==> src/rtl/multicycle_ctrl_pkg.sv <==
// Shared constants and types for the multicycle sequencer: opcodes, state
// encodings, trap causes, writeback selects and opcode classification helpers.
package multicycle_ctrl_pkg;

  localparam int unsigned OPC_W = 7;

  localparam logic [OPC_W-1:0] OPC_R     = 7'b0110011;
  localparam logic [OPC_W-1:0] OPC_I     = 7'b0010011;
  localparam logic [OPC_W-1:0] OPC_LUI   = 7'b0110111;
  localparam logic [OPC_W-1:0] OPC_JAL   = 7'b1101111;
  localparam logic [OPC_W-1:0] OPC_JALR  = 7'b1100111;
  localparam logic [OPC_W-1:0] OPC_LOAD  = 7'b0000011;
  localparam logic [OPC_W-1:0] OPC_STORE = 7'b0100011;

  typedef enum logic [2:0] {
    ST_IDLE   = 3'd0,
    ST_FETCH  = 3'd1,
    ST_DECODE = 3'd2,
    ST_EXEC   = 3'd3,
    ST_MEM    = 3'd4,
    ST_WB     = 3'd5,
    ST_TRAP   = 3'd6
  } state_t;

  typedef enum logic [1:0] {
    CAUSE_NONE    = 2'd0,
    CAUSE_ILLEGAL = 2'd1,
    CAUSE_TIMEOUT = 2'd2
  } trap_cause_t;

  typedef enum logic [1:0] {
    WB_ALU = 2'd0,
    WB_MEM = 2'd1,
    WB_PC4 = 2'd2
  } wb_sel_t;

  typedef enum logic [1:0] {
    CLS_ALU   = 2'd0,
    CLS_LOAD  = 2'd1,
    CLS_STORE = 2'd2
  } op_class_t;

  function automatic logic opcode_legal(input logic [OPC_W-1:0] opc);
    logic ok;
    ok = 1'b0;
    case (opc)
      OPC_R, OPC_I, OPC_LUI, OPC_JAL, OPC_JALR, OPC_LOAD, OPC_STORE: ok = 1'b1;
      default: ok = 1'b0;
    endcase
    return ok;
  endfunction

  // Memory-touching opcodes take the MEM detour; everything else is ALU class.
  function automatic op_class_t opcode_class(input logic [OPC_W-1:0] opc);
    op_class_t cls;
    cls = CLS_ALU;
    case (opc)
      OPC_LOAD:  cls = CLS_LOAD;
      OPC_STORE: cls = CLS_STORE;
      default:   cls = CLS_ALU;
    endcase
    return cls;
  endfunction

endpackage

==> src/rtl/mctrl_wait_timer.sv <==
// Memory-wait watchdog: counts not-ready cycles while a wait state is active
// and flags expiry once the count sits at the limit with ready still low.
module mctrl_wait_timer
  import multicycle_ctrl_pkg::*;
#(
  parameter int unsigned TIMEOUT_CYCLES = 255
) (
  input  logic clk,
  input  logic rst_n,
  input  logic active,
  input  logic ready,
  output logic expired_c
);

  localparam int unsigned CW = $clog2(TIMEOUT_CYCLES + 1);

  logic [CW-1:0] cnt_q;
  logic          at_limit_c;

  assign at_limit_c = (cnt_q == CW'(TIMEOUT_CYCLES));
  assign expired_c  = active & ~ready & at_limit_c;

  // Held clear outside wait states, so every entry starts from zero.
  always_ff @(posedge clk) begin
    if (!rst_n || !active) begin
      cnt_q <= '0;
    end else if (!ready && !at_limit_c) begin
      cnt_q <= cnt_q + CW'(1);
    end
  end

endmodule

==> src/rtl/multicycle_ctrl.sv <==
// Multicycle FETCH/DECODE/EXEC/MEM/WB sequencer with illegal-opcode trap and
// retire counter. Define MCTRL_WAIT_TIMEOUT_EN to add the memory-wait timeout trap.
module multicycle_ctrl
  import multicycle_ctrl_pkg::*;
#(
  parameter int unsigned CNT_W          = 32,
  parameter int unsigned TIMEOUT_CYCLES = 255
) (
  input  logic             clk,
  input  logic             rst_n,
  input  logic             run,
  input  logic [6:0]       opcode,
  input  logic             dec_we,
  input  logic             is_jump,
  input  logic             imem_ready,
  input  logic             dmem_ready,
  output logic             imem_req,
  output logic             dmem_req,
  output logic             dmem_we,
  output logic             ir_we,
  output logic             alu_en,
  output logic             rf_we,
  output logic [1:0]       wb_sel,
  output logic             pc_we,
  output logic             pc_sel,
  output logic             busy,
  output logic             trap,
  output logic [1:0]       trap_cause,
  output logic [CNT_W-1:0] retired
);

  state_t      state_q, state_next;
  op_class_t   cls_q;
  trap_cause_t cause_c;
  logic        timeout_c;

`ifdef MCTRL_WAIT_TIMEOUT_EN
  logic wait_active_c;
  logic wait_ready_c;

  assign wait_active_c = (state_q == ST_FETCH) || (state_q == ST_MEM);
  assign wait_ready_c  = (state_q == ST_FETCH) ? imem_ready : dmem_ready;

  mctrl_wait_timer #(
    .TIMEOUT_CYCLES (TIMEOUT_CYCLES)
  ) u_wait_timer (
    .clk       (clk),
    .rst_n     (rst_n),
    .active    (wait_active_c),
    .ready     (wait_ready_c),
    .expired_c (timeout_c)
  );
`else
  logic unused_timeout_cfg;

  assign unused_timeout_cfg = ^32'(TIMEOUT_CYCLES);
  assign timeout_c          = 1'b0;
`endif

  always_ff @(posedge clk) begin
    if (!rst_n) begin
      state_q <= ST_IDLE;
    end else begin
      state_q <= state_next;
    end
  end

  // Opcode class is captured at DECODE so EXEC/MEM/WB steer from a stable copy.
  always_ff @(posedge clk) begin
    if (!rst_n) begin
      cls_q <= CLS_ALU;
    end else if (state_q == ST_DECODE) begin
      cls_q <= opcode_class(opcode);
    end
  end

  always_comb begin
    state_next = state_q;
    cause_c    = CAUSE_NONE;
    imem_req   = 1'b0;
    dmem_req   = 1'b0;
    dmem_we    = 1'b0;
    ir_we      = 1'b0;
    alu_en     = 1'b0;
    rf_we      = 1'b0;
    wb_sel     = WB_ALU;
    pc_we      = 1'b0;
    pc_sel     = 1'b0;
    busy       = (state_q != ST_IDLE) && (state_q != ST_TRAP);

    case (state_q)
      ST_IDLE: begin
        if (run) state_next = ST_FETCH;
      end
      ST_FETCH: begin
        imem_req = 1'b1;
        if (imem_ready) begin
          ir_we      = 1'b1;
          state_next = ST_DECODE;
        end else if (timeout_c) begin
          cause_c    = CAUSE_TIMEOUT;
          state_next = ST_TRAP;
        end
      end
      ST_DECODE: begin
        if (opcode_legal(opcode)) begin
          state_next = ST_EXEC;
        end else begin
          cause_c    = CAUSE_ILLEGAL;
          state_next = ST_TRAP;
        end
      end
      ST_EXEC: begin
        alu_en     = 1'b1;
        state_next = (cls_q == CLS_ALU) ? ST_WB : ST_MEM;
      end
      ST_MEM: begin
        dmem_req = 1'b1;
        dmem_we  = (cls_q == CLS_STORE);
        if (dmem_ready) begin
          state_next = ST_WB;
        end else if (timeout_c) begin
          cause_c    = CAUSE_TIMEOUT;
          state_next = ST_TRAP;
        end
      end
      ST_WB: begin
        rf_we      = dec_we | (cls_q == CLS_LOAD);
        wb_sel     = is_jump ? WB_PC4 : ((cls_q == CLS_LOAD) ? WB_MEM : WB_ALU);
        pc_we      = 1'b1;
        pc_sel     = is_jump;
        state_next = run ? ST_FETCH : ST_IDLE;
      end
      ST_TRAP: begin
        state_next = ST_TRAP;
      end
      default: begin
        state_next = ST_IDLE;
      end
    endcase

    // Memory requests fall the moment reset is asserted, not an edge later.
    if (!rst_n) begin
      imem_req = 1'b0;
      dmem_req = 1'b0;
      dmem_we  = 1'b0;
    end
  end

  // Sticky trap flag and cause, latched on the transition into TRAP.
  always_ff @(posedge clk) begin
    if (!rst_n) begin
      trap       <= 1'b0;
      trap_cause <= CAUSE_NONE;
    end else if ((state_q != ST_TRAP) && (state_next == ST_TRAP)) begin
      trap       <= 1'b1;
      trap_cause <= cause_c;
    end
  end

  always_ff @(posedge clk) begin
    if (!rst_n) begin
      retired <= '0;
    end else if (state_q == ST_WB) begin
      retired <= retired + CNT_W'(1);
    end
  end

endmodule
==> config.mk <==
export PLATFORM = sky130hd
export DESIGN_NAME = multicycle_ctrl
export DESIGN_NICKNAME = d
export VERILOG_FILES = /design/src/rtl/multicycle_ctrl_pkg.sv /design/src/rtl/mctrl_wait_timer.sv /design/src/rtl/multicycle_ctrl.sv
export SDC_FILE = /design/constraint.sdc
export NUM_CORES = 1
export LEC_CHECK = 0
export BUFFER_PORTS_ARGS = -buffer_cell sky130_fd_sc_hd__buf_4
export CAP_MARGIN = 25
export CORE_MARGIN = 2
export CORE_UTILIZATION = 57
export CTS_BUF_LIST = sky130_fd_sc_hd__clkbuf_4
export CTS_CLUSTER_SIZE = 25
export DETAILED_ROUTE_END_ITERATION = 10
export GPL_ROUTABILITY_DRIVEN = 0
export PLACE_DENSITY = 0.87
export SLEW_MARGIN = 0
export SYNTH_ARGS = -nofsm -noshare
export SYNTH_HDL_FRONTEND = slang
export SYNTH_SLANG_ARGS = --single-unit
==> constraint.sdc <==
create_clock -name clk -period 3.15 [get_ports clk]
set_input_delay 0.4725 -clock clk [delete_from_list [all_inputs] [get_ports clk]]
set_output_delay 0.4725 -clock clk [all_outputs]
set_load 0.005 [all_outputs]
; ---- After elaboration in Yosys (flattened, before gate mapping)
; Index checks and enable logic that the tools add are counted.
[op_classes]
shift = 0
n_eq_ne = 17
magnitude_cmp = 0
div = 0
add_sub_neg = 1
reduce_logical = 6
multipliers = 0
n_mux = 27
n_bitwise = 1
[op_table]
columns = operator, n
row1 = adder 32 x 1 -> 32 bit (second input constant), 1
row2 = == test 7 x 6 -> 1 bit (second input constant), 3
row3 = one-hot mux 3 bit (7 select lines), 1
row4 = 2-to-1 mux 1 bit, 19
row5 = == test 7 bit (second input constant), 2
row6 = == test 3 bit (second input constant), 4
row7 = 2-to-1 mux 3 bit, 4
row8 = == test 7 x 2 -> 1 bit (second input constant), 1
row9 = == test 7 x 5 -> 1 bit (second input constant), 1
row10 = OR reduction 7 bit, 1
row11 = == test 3 x 2 -> 1 bit (second input constant), 2
row12 = 2-to-1 mux 2 bit, 2
row13 = one-hot mux 2 bit (2 select lines), 1
row14 = == test 3 x 1 -> 1 bit (second input constant), 1
row15 = zero test 3 bit, 1
row16 = != test 3 bit (second input constant), 1
row17 = nonzero test 3 bit, 1
row18 = == test 2 x 1 -> 1 bit (second input constant), 1
row19 = == test 2 bit (second input constant), 1
row20 = logical AND 1 bit, 2
row21 = zero test 2 bit, 1
row22 = OR 1 bit, 1
[word_totals]
mem_count = 0
elab_cells = 57
mem_bits_rw = 0
input_bits = 14
register_bits = 40
rom_bits = 0
latch_bits = 0

; ---- Longest topological paths before layout
; Gate-level depths: netlist (run 1).
[depth]
ltp_word = 8
ltp_mapped = 7
mapped_depth_nobuf = 5

; ---- Least setup slack after synthesis (run 1)
; No wires, ideal clock.
[synth_path]
path_type = register to register
from = register retired[0]
to = register retired[26]
required_time_ns = 3.079
stages_incl_launch_ff = 7
path_buffers = 1
arrival_ns = 1.805
synth_period_minus_slack_ns = 1.877
setup_slack_ns = 1.273
cell_sequence = dfxtp_1 ha_1 nand2_1 or4_1 buf_2 or4_1 a21oi_1
[synth_between]
elab_chain_cells = 1
[synth_lines]
columns = element, line
row1 = "start, declared", multicycle_ctrl.sv:29  ; output logic [CNT_W-1:0] retired
row2 = "start signal, assigned", multicycle_ctrl.sv:165  ; retired <= retired + CNT_W'(1);
row3 = adder 32 x 1 -> 32 bit, multicycle_ctrl.sv:165
; No other way between the ends.
; A chain may end at the register's enable or synchronous reset.

; ---- Final worst setup path (run 1)
[layout_path]
from = register state_q[2]
to = register retired[21]
[layout_between]
elab_chain_cells = 1
[layout_lines]
columns = element, line
row1 = "start, declared", multicycle_ctrl.sv:32  ; state_t state_q, state_next;
row2 = "start signal, assigned", multicycle_ctrl.sv:64  ; state_q <= state_next;
row3 = == test 3 bit, multicycle_ctrl.sv:164  ; end else if (state_q == ST_WB) begin
; No other way between the ends.

==> results of run 1 <==
[final timing paths]
check                             start                    endpoint  slack (ns)  depth (start not counted)
min                               rst_n           trap$_SDFFE_PN0P_        0.46                          2
max reg2reg       state_q[2]$_SDFF_PN0_    retired[21]$_SDFFE_PN0P_        0.76                          5
max               state_q[2]$_SDFF_PN0_    retired[21]$_SDFFE_PN0P_        0.76                          5
min reg2reg  trap_cause[0]$_SDFFE_PN0P_  trap_cause[0]$_SDFFE_PN0P_        0.49                          1
[through the flow]
stage | total power, W | util | cells | hold slack, ns
after global placement | 0.000600 | 0.730 | 329 | 0.456
after floorplan | 0.000567 | - | 238 | 0.459
after CTS | 0.000858 | 0.747 | 337 | 0.465
after global routing | 0.000890 | 0.747 | 337 | 0.467
final | 0.000860 | 0.747 | 337 | 0.459
after detailed placement | 0.000603 | 0.730 | 329 | 0.456
[state kept, by name (all words and copies together) (netlist names)]
name        cells
state_q         3
trap_cause      1
retired        32
trap            1
cls_q           2
[cells by family (layout without fill, tap and decap cells)]
kind of cell / after synthesis / count (layout) / synth area share
compound gates: 46 / 46 / 0.138
xor+xnor: 9 / 9 / 0.0391
fa+ha+maj: 1 / 1 / 0.00620
buf+inv: 21 / 74 / 0.0459
flops: 39 / 39 / 0.387
mux: 8 / 8 / 0.0397
other cells: 1 / 1 / 0.00186
simple gates: 113 / 113 / 0.342
[synth_stat cells, drive strengths merged]
cell type	instances	area, um2
buf	6	36.3
o31a	1	8.76
nor4	7	43.8
and2	7	43.8
xnor2	6	52.6
nor4b	3	26.3
a31oi	1	6.26
a21oi	18	90.1
nor2b	2	12.5
or3	6	37.5
a21boi	1	7.51
o21a	3	22.5
nor2	11	41.3
or4	11	82.6
dfxtp	39	781
xor2	3	26.3
clkinv	1	3.75
nand4	10	62.6
nand2b	6	37.5
and3b	3	26.3
nor3b	3	22.5
nor3	2	10.0
o31ai	11	82.6
and4	6	52.6
conb	1	3.75
nand2	18	67.6
ha	1	12.5
and3	6	37.5
nand4b	2	32.5
mux2i	8	80.1
clkbuf	9	33.8
or3b	1	8.76
a211oi	2	15.0
inv	5	18.8
nand3	9	45.0
o21ai	9	45.0
[metal layers]
layer / vias up / wire, um / GRT usage
li1: 987 / - / -
met1: 945 / 2050 / 0.299
met2: 61 / 2330 / 0.417
met3: 9 / 282 / 0.0500
met4: 0 / 78 / 0.103
met5: - / 0 / 0
[area by class of cell]
type,count,area (um2)
clock buffer,6,45.0
tap,46,57.6
clock inverter,2,12.5
multi-input combinational,178,1140
inverter,6,22.5
sequential,39,781
fill,270,851
timing repair buffer,60,450
[power by group through the flow]
stage	logic, W	registers [W]	clock network [W]
floorplan	0.0000520	0.000515	0
global placement	0.0000760	0.000524	0
detailed placement	0.0000784	0.000525	0
CTS	0.0000793	0.000514	0.000265
global route	0.0000865	0.000516	0.000288
finish	0.0000787	0.000514	0.000268
[worst reg2reg max path, stage by stage (launching register included)]
cell and delay, ns:
dfxtp_1 0.63, and3b_1 0.22, buf_4 0.18, nand4_1 0.52, or4_1 0.66, a21oi_1 0.14
==> results.py, run 1 <==
metrics = {
    "grt": {
        "antenna_found_initial": 0,
        "grt_pass1_vias": 1798,
        "grt.total_usage": 0.245,
        "grt_overflow_total": 0,
        "grt_pass1_wl_mm": 7.86,
        "grt_max_degree": 27,
    },
    "cells_and_area": {
        "drive_gt1_frac": 0.241,
        "design_area_mm2": 0.00251,
        "final_common_cell": "buf_4",
        "final_cell_mix": "buf_4 (60), dfxtp_1 (39), a21oi_1 (18), nand2_1 (18)",
        "synthToLayoutAreaGrowth_pct": 24.6,
        "diodes": 0,
        "finalNetCount": 305,
    },
    "routing": {
        "drc": 0,
        "drt-initial-drc-count": 116,
        "via_count": 2002,
        "ant_nets": 0,
        "first_pass_iters": 5,
        "routedWlPerCell_um": 14.1,
        "drt-total-wl_mm": 4.74,
        "viasPerCell": 5.94,
    },
    "sta": {
        "max_freq_ghz": 0.418,
        "setup_tns_ns": 0,
        "grt_setup_unrepaired": "false",
        "worst_pin_slew_ns": 0.662,
        "setup_viol": 0,
        "hold_viol": 0,
        "clock-skew-final_ns": 0.0210,
        "min_period_over_period": 0.759,
        "period_needed_ns": 2.39,
        "finalWorstSetupSlack_ns": 0.759,
        "slew_viol_final": 0,
        "relSlewSlack": 0.558,
    },
    "die": {
        "floorplan.initialDensity": 0.600,
        "io_pins": 60,
        "placementRows": 21,
        "die_y_um": 63.5,
        "die-area_mm2": 0.00403,
        "core_mm2": 0.00336,
        "die_x_um": 63.5,
    },
    "pwr": {
        "pwr-share-clk": 0.311,
        "leakage_nw": 0.994,
        "power.density_mw_per_mm2": 342,
        "ir_drop_mv": 0.277,
        "switching_share": 0.261,
        "pwr-share-seq": 0.597,
        "power.switching_w": 0.000225,
        "p_int_w": 0.000636,
        "comb_power_share": 0.091,
    },
    "clock_network": {
        "cts.repair.resized": 0,
        "tritoncts": "done",
        "postCtsHoldBufs": 0,
        "cts-root-buf": "clkbuf_4",
        "clock_sinks": 39,
        "cts.clk_slew.worst_paths_ns": 0.13,
        "post_cts_buffers": 0,
        "clk_path_buf_depth": 2,
        "cts_buffers": 5,
        "clk_latency_ns": 0.36,
        "cts_max_level": 2,
    },
    "worst_setup_path": {
        "critPathArrivalTime_ns": 2.70,
        "cpMaxStageDelayCell": "or4_1",
        "end_kind": "flop",
        "crit_chain": "and3b_1, buf_4, nand4_1, or4_1, a21oi_1",
        "critical_path_required_ns": 3.46,
        "crit_family": "simple AND/OR/NAND/NOR gates",
        "crit_type": "flop to flop",
        "cp_max_fo": 18,
        "path_buf_inv": 1,
        "critPathMaxStageDelay_ns": 0.66,
        "setup.worst_path.start_class": "flop",
    },
    "logic_synthesis": {
        "ys_seq_elements": 39,
        "ys_types": 39,
        "ys_warn_count": 0,
        "syn_area_mm2": 0.00202,
        "postSynthCellCount": 238,
        "synth_nets": 253,
        "avgSynthCellArea_um2": 8.47,
        "seq_area_frac_synth": 0.387,
    },
    "place": {
        "placed_cell_area_mm2": 0.00245,
        "numPortBuffers": 58,
        "dp.final_hpwl_mm": 3.40,
        "dpl_worst_slack_ns": 0.805,
    },
    "outcome": {
        "status": "complete, no violations",
    },
    "run": {
        "cap_violations": 0,
    },
    "min_path": {
        "hp-class": "primary input to flop",
    },
}
Power figures use the tool's default switching activity.
==> inputs of run 2 (changes only) <==
--- a/config.mk
+++ b/config.mk
@@ -5,15 +5,16 @@
 export SDC_FILE = /design/constraint.sdc
 export NUM_CORES = 1
 export LEC_CHECK = 0
+export ABC_AREA = 1
 export BUFFER_PORTS_ARGS = -buffer_cell sky130_fd_sc_hd__buf_4
 export CAP_MARGIN = 25
 export CORE_MARGIN = 2
-export CORE_UTILIZATION = 57
+export CORE_UTILIZATION = 55
 export CTS_BUF_LIST = sky130_fd_sc_hd__clkbuf_4
 export CTS_CLUSTER_SIZE = 25
 export DETAILED_ROUTE_END_ITERATION = 10
 export GPL_ROUTABILITY_DRIVEN = 0
-export PLACE_DENSITY = 0.87
+export PLACE_DENSITY = 0.82
 export SLEW_MARGIN = 0
 export SYNTH_ARGS = -nofsm -noshare
 export SYNTH_HDL_FRONTEND = slang
==> constraint.sdc (replaced) <==
create_clock -name clk -period 2.2 [get_ports clk]
set_input_delay 0.33 -clock clk [delete_from_list [all_inputs] [get_ports clk]]
set_output_delay 0.33 -clock clk [all_outputs]
set_load 0.005 [all_outputs]
==> run 2 against run 1 <==
Via count increased by 36%. Highest routed layer unchanged. Flip-flop and latch count is the same. Synthesized cell count up 77%. Critical path type is now flop to primary output. Setup slack got worse by 0.50 ns. Wire length grew 31%. Total power up 45%. Register-to-register slack worse by 0.17 ns. Clock-buffer cell count did not move.
==> results.py, run 2 <==
metrics = {
    "outcome": {
        "status": "complete, no violations",
    },
    "clock_network": {
        "clk_latency_ns": 0.36,
        "post_cts_buffers": 0,
        "clock_sinks": 39,
        "tritoncts": "done",
        "cts.repair.resized": 0,
        "cts-root-buf": "clkbuf_4",
        "cts_buffers": 5,
        "cts_max_level": 2,
        "postCtsHoldBufs": 0,
        "clk_path_buf_depth": 2,
        "cts.clk_slew.worst_paths_ns": 0.11,
    },
    "die": {
        "die-area_mm2": 0.00502,
        "die_x_um": 70.9,
        "core_mm2": 0.00432,
        "placementRows": 24,
        "die_y_um": 70.9,
        "io_pins": 60,
        "floorplan.initialDensity": 0.569,
    },
    "place": {
        "numPortBuffers": 58,
        "placed_cell_area_mm2": 0.00295,
        "dp.final_hpwl_mm": 4.80,
    },
    "sta": {
        "min_period_over_period": 0.883,
        "slew_viol_final": 0,
        "setup_tns_ns": 0,
        "setup_viol": 0,
        "period_needed_ns": 1.94,
        "max_freq_ghz": 0.515,
        "hold_viol": 0,
        "grt_setup_unrepaired": "false",
        "holdWs_ns": 0.243,
        "clock-skew-final_ns": 0.0170,
    },
    "logic_synthesis": {
        "synth_nets": 436,
        "syn_area_mm2": 0.00246,
        "ys_types": 30,
        "postSynthCellCount": 421,
        "ys_seq_elements": 39,
        "yosys-top-cells-area": "dfxtp_1 (32%), nand2_1 (23%), nor2_1 (9.5%)",
        "netlist_top_cells_count": "nand2_1 (151), nor2_1 (62), inv_1 (55)",
        "synthFlopType": "dfxtp_1",
        "ys_warn_count": 0,
        "yosysTopAreaCell": "dfxtp_1",
        "synth_top_area_frac": 0.318,
        "seq_area_frac_synth": 0.318,
        "async_flop_share": 0,
        "synth_edf_count": 0,
        "yosysMostFrequentCell": "nand2_1",
        "avgSynthCellArea_um2": 5.84,
    },
    "min_path": {
        "hold_depth": 4,
        "hp-class": "primary input to flop",
    },
    "routing": {
        "via_count": 2724,
        "first_pass_iters": 4,
        "routedWlPerCell_um": 11.6,
        "drc": 0,
        "ant_nets": 0,
        "drt-total-wl_mm": 6.22,
        "viasPerCell": 5.10,
        "drt-initial-drc-count": 206,
    },
    "worst_setup_path": {
        "critPathMaxStageDelay_ns": 0.37,
        "setup.worst_path.start_class": "flop",
        "end_kind": "primary output",
        "critical_path_required_ns": 1.87,
        "crit_chain": "inv_1, nand3_4, nor4_1, buf_4",
        "ff2ff_path_depth": 8,
        "critPathArrivalTime_ns": 1.61,
        "crit_type": "flop to primary output",
        "cp_max_fo": 23,
        "cpMaxStageDelayCell": "dfxtp_1",
    },
    "cells_and_area": {
        "largest_reg_flops": 32,
        "final_cell_mix": "nand2_1 (151), nor2_1 (62), buf_4 (62)",
        "largest_register": "retired",
        "drive_gt1_frac": 0.174,
        "filler_cell_count": 397,
        "design_area_mm2": 0.00300,
        "diodes": 0,
        "finalNetCount": 496,
        "final_common_cell": "nand2_1",
        "top_regs": "retired (32), state_q (3), cls_q (2)",
        "synthToLayoutAreaGrowth_pct": 21.9,
        "fin_util": 0.693,
    },
    "grt": {
        "grt_pass1_wl_mm": 10.7,
        "antenna_found_initial": 0,
        "grt_pass1_vias": 2427,
        "grt_max_degree": 24,
        "grt.total_usage": 0.261,
        "grt_overflow_total": 0,
    },
    "pwr": {
        "ir_drop_mv": 0.328,
        "leakage_nw": 1.21,
        "power.total_w": 0.00125,
        "power.density_mw_per_mm2": 415,
    },
    "run": {
        "cap_violations": 0,
    },
}
-- run 2: cell count changes in the layout (fill, tap and decap cells not counted), moves of 11 or more --
cell     before  now
a21oi_1      18   34
inv_1         5   55
nand2_1      18  151
nand3_1       9   20
nor2_1       11   62
o31ai_1      11    0
or4_1        11    0
-- run 2: report_power, final --
group,switching (W),leakage [nW],internal [W]
sequential,0.0000143,0.315,0.000719
clock,0.000245,0.0307,0.000131
combinational,0.0000751,0.866,0.0000608
total,0.000334,1.21,0.000911
-- run 2: cell families (layout without fill, tap and decap cells) --
| kind of cell | Yosys count | after routing | share of synthesized area |
|---|---|---|---|
| DFF | 39 | 39 | 0.318 |
| AOI/OAI and AO/OA | 49 | 49 | 0.102 |
| buffers and inverters | 67 | 128 | 0.106 |
| and+or+nand+nor | 260 | 260 | 0.453 |
| xor gates and xnor gates | 4 | 4 | 0.0142 |
| other | 1 | 1 | 0.00153 |
| adders and majority gates | 1 | 1 | 0.00509 |
-- run 2: path summary, 6_finish.rpt --
check / from / to / slack, ns
worst max-delay path: state_q[1]$_SDFF_PN0_ / wb_sel[0] / 0.26
worst min-delay path: opcode[4] / cls_q[0]$_SDFFE_PN0P_ / 0.24
worst max register to register: retired[0]$_SDFFE_PN0P_ / retired[16]$_SDFFE_PN0P_ / 0.59
worst min register to register: trap$_SDFFE_PN0P_ / trap$_SDFFE_PN0P_ / 0.46
-- run 2: critical path: cells and delay by family (launching register included) --
kind          cells  cell delay [ns]
flops             1             0.37
simple gates      2             0.59
buf+inv           2             0.31
-- run 2: per-stage QoR --
step	instances	setup WS, ns
floorplan	421	0.780
global placement	526	0.673
detailed placement	526	0.614
CTS	534	0.274
global route	534	0.180
finish	534	0.258
-- run 2: cell type report --
cell class / count / area (um2) / area share
multi-input cells: 315 / 1420 / 0.472
flip-flops and latches: 39 / 781 / 0.260
well taps: 52 / 65.1 / 0.0217
clock buffers: 6 / 45.0 / 0.0150
clock inverters: 2 / 7.51 / 0.00250
repair buffers: 62 / 465 / 0.155
inverters: 58 / 218 / 0.0726
-- run 2: layer usage --
layer | track usage | share of wire
met3 | 0.0342 | 0.063
met1 | 0.345 | 0.45
met2 | 0.428 | 0.47
met5 | 0 | 0
met4 | 0.113 | 0.018
==> inputs of run 3 (changes only) <==
--- a/config.mk
+++ b/config.mk
@@ -5,11 +5,10 @@
 export SDC_FILE = /design/constraint.sdc
 export NUM_CORES = 1
 export LEC_CHECK = 0
-export ABC_AREA = 1
 export BUFFER_PORTS_ARGS = -buffer_cell sky130_fd_sc_hd__buf_4
 export CAP_MARGIN = 25
 export CORE_MARGIN = 2
-export CORE_UTILIZATION = 55
+export CORE_UTILIZATION = 53
 export CTS_BUF_LIST = sky130_fd_sc_hd__clkbuf_4
 export CTS_CLUSTER_SIZE = 25
 export DETAILED_ROUTE_END_ITERATION = 10
==> run 3 against run 2 <==
Global-route usage shrank 1.0 points. Final area shrank 14%. Sequential power down 1%. Critical path depth increased by 1. First-iteration DRC count fell by 14%.
==> results.py, run 3 (synthesis gave the netlist of run 1 again) <==
metrics = {
    "outcome": {
        "status": "complete, no violations",
    },
    "grt": {
        "grt_overflow_total": 0,
        "grt_max_degree": 27,
        "grt.total_usage": 0.251,
        "antenna_found_initial": 0,
        "grt_pass1_wl_mm": 8.58,
        "grt_pass1_vias": 1935,
    },
    "worst_setup_path": {
        "crit_type": "flop to flop",
        "ff2ff_path_depth": 5,
        "crit_family": "simple AND/OR/NAND/NOR gates",
        "crit_cells": 5,
        "critical_path_required_ns": 2.49,
        "cp_max_fo": 19,
        "critPathMaxStageDelay_ns": 0.54,
        "crit_chain": "nand4_1, or4_1, buf_4, or4_1, a21oi_1",
        "crit_top_cell": "or4_1",
        "cpMaxStageDelayCell": "or4_1",
        "path_buf_inv": 1,
        "setup.worst_path.start_class": "flop",
        "end_kind": "flop",
        "critPathArrivalTime_ns": 2.35,
    },
    "routing": {
        "drt-initial-drc-count": 178,
        "drt-total-wl_mm": 4.74,
        "ant_nets": 0,
        "first_pass_iters": 4,
        "drc": 0,
        "routedWlPerCell_um": 13.7,
        "viasPerCell": 5.86,
        "via_count": 2034,
    },
    "die": {
        "core_mm2": 0.00366,
        "die-area_mm2": 0.00432,
        "placementRows": 22,
        "die_x_um": 65.7,
        "io_pins": 60,
        "floorplan.initialDensity": 0.551,
        "die_y_um": 65.7,
    },
    "clock_network": {
        "cts.clk_slew.worst_paths_ns": 0.13,
        "cts_max_level": 2,
        "clk_path_buf_depth": 2,
        "cts-root-buf": "clkbuf_4",
        "post_cts_buffers": 0,
        "clk_latency_ns": 0.35,
        "clock_sinks": 39,
        "tritoncts": "done",
        "cts_buffers": 5,
    },
    "sta": {
        "period_needed_ns": 2.06,
        "hold_viol": 0,
        "setup_viol": 0,
        "setup_tns_ns": 0,
        "grt_setup_unrepaired": "false",
        "slew_viol_final": 0,
        "clock-skew-final_ns": 0.0115,
        "min_period_over_period": 0.935,
        "max_freq_ghz": 0.486,
    },
    "cells_and_area": {
        "final_cell_mix": "buf_4 (68), dfxtp_1 (38), a21oi_1 (18), nand2_1 (18)",
        "diodes": 0,
        "top_regs": "retired (32), state_q (3), cls_q (2)",
        "finalNetCount": 313,
        "filler_cell_count": 324,
        "largest_register": "retired",
        "final_common_cell": "buf_4",
        "drive_gt1_frac": 0.264,
        "largest_reg_flops": 32,
        "synthToLayoutAreaGrowth_pct": 27.7,
    },
    "pwr": {
        "p_int_w": 0.000904,
        "power.total_w": 0.00122,
        "ir_drop_mv": 0.366,
        "power.switching_w": 0.000318,
        "pwr-share-seq": 0.591,
        "switching_share": 0.260,
        "pwr-share-clk": 0.299,
        "leakage_nw": 1.03,
        "comb_power_share": 0.109,
        "power.density_mw_per_mm2": 474,
    },
    "place": {
        "dp.final_hpwl_mm": 3.43,
        "numPortBuffers": 58,
    },
    "min_path": {
        "hp-class": "primary input to flop",
        "hold_depth": 2,
    },
    "run": {
        "cap_violations": 0,
    },
}
[run 3: per-layer routing]
metal	track usage	part of all wire
met1	0.312	0.45
met2	0.427	0.49
met3	0.0497	0.045
met4	0.0911	0.0084
met5	0	0
[run 3: path summary, 6_finish.rpt]
path	startpoint	to	slack, ns
setup / recovery	retired[5]$_SDFFE_PN0P_	retired[30]$_SDFFE_PN0P_	0.14
hold / removal	rst_n	trap$_SDFFE_PN0P_	0.33
setup reg to reg	retired[5]$_SDFFE_PN0P_	retired[30]$_SDFFE_PN0P_	0.14
hold reg to reg	trap$_SDFFE_PN0P_	trap$_SDFFE_PN0P_	0.49
[run 3: worst register-to-register path, stage by stage, from the launching register on]
cell and delay [ns]:
dfxtp_1 0.44, nand4_1 0.14, or4_1 0.54, buf_4 0.21
or4_1 0.52, a21oi_1 0.16
[run 3: metrics by stage]
stage / setup slack [ns] / instance area [um2] / hold WS (ns) / std cells / utilization
CTS: 0.137 / 2570 / 0.311 / 347 / 0.703
finish: 0.144 / 2580 / 0.327 / 347 / 0.704
global route: 0.00400 / 2580 / 0.298 / 347 / 0.704
detailed placement: 0.149 / 2520 / 0.454 / 339 / 0.688
floorplan: 0.323 / 2020 / 0.459 / 238 / -
global placement: 0.233 / 2520 / 0.455 / 339 / 0.688
[run 3: power groups by stage]
stage | sequential (W) | combinational (W) | clock [W]
6_report | 0.000723 | 0.000134 | 0.000366
5_1_grt | 0.000724 | 0.000148 | 0.000413
4_1_cts | 0.000723 | 0.000134 | 0.000384
3_5_place_dp | 0.000739 | 0.000133 | 0
3_3_place_gp | 0.000738 | 0.000131 | 0
2_1_floorplan | 0.000737 | 0.0000745 | 0
[run 3: cell type report]
class / count / area [um2] / area share
multi-input combinational: 178 / 1140 / 0.444
sequential: 39 / 782 / 0.304
timing repair buffer: 68 / 510 / 0.198
tap: 48 / 60.1 / 0.0233
clock buffer: 5 / 37.5 / 0.0146
inverter: 6 / 22.5 / 0.00874
clock inverter: 3 / 20.0 / 0.00777
[run 3: repair_timing]
action                                  4_1_cts  5_1_grt
endpoints found under the setup margin        0        1
hold buffers                                  0        0
gates resized for setup                       0        1
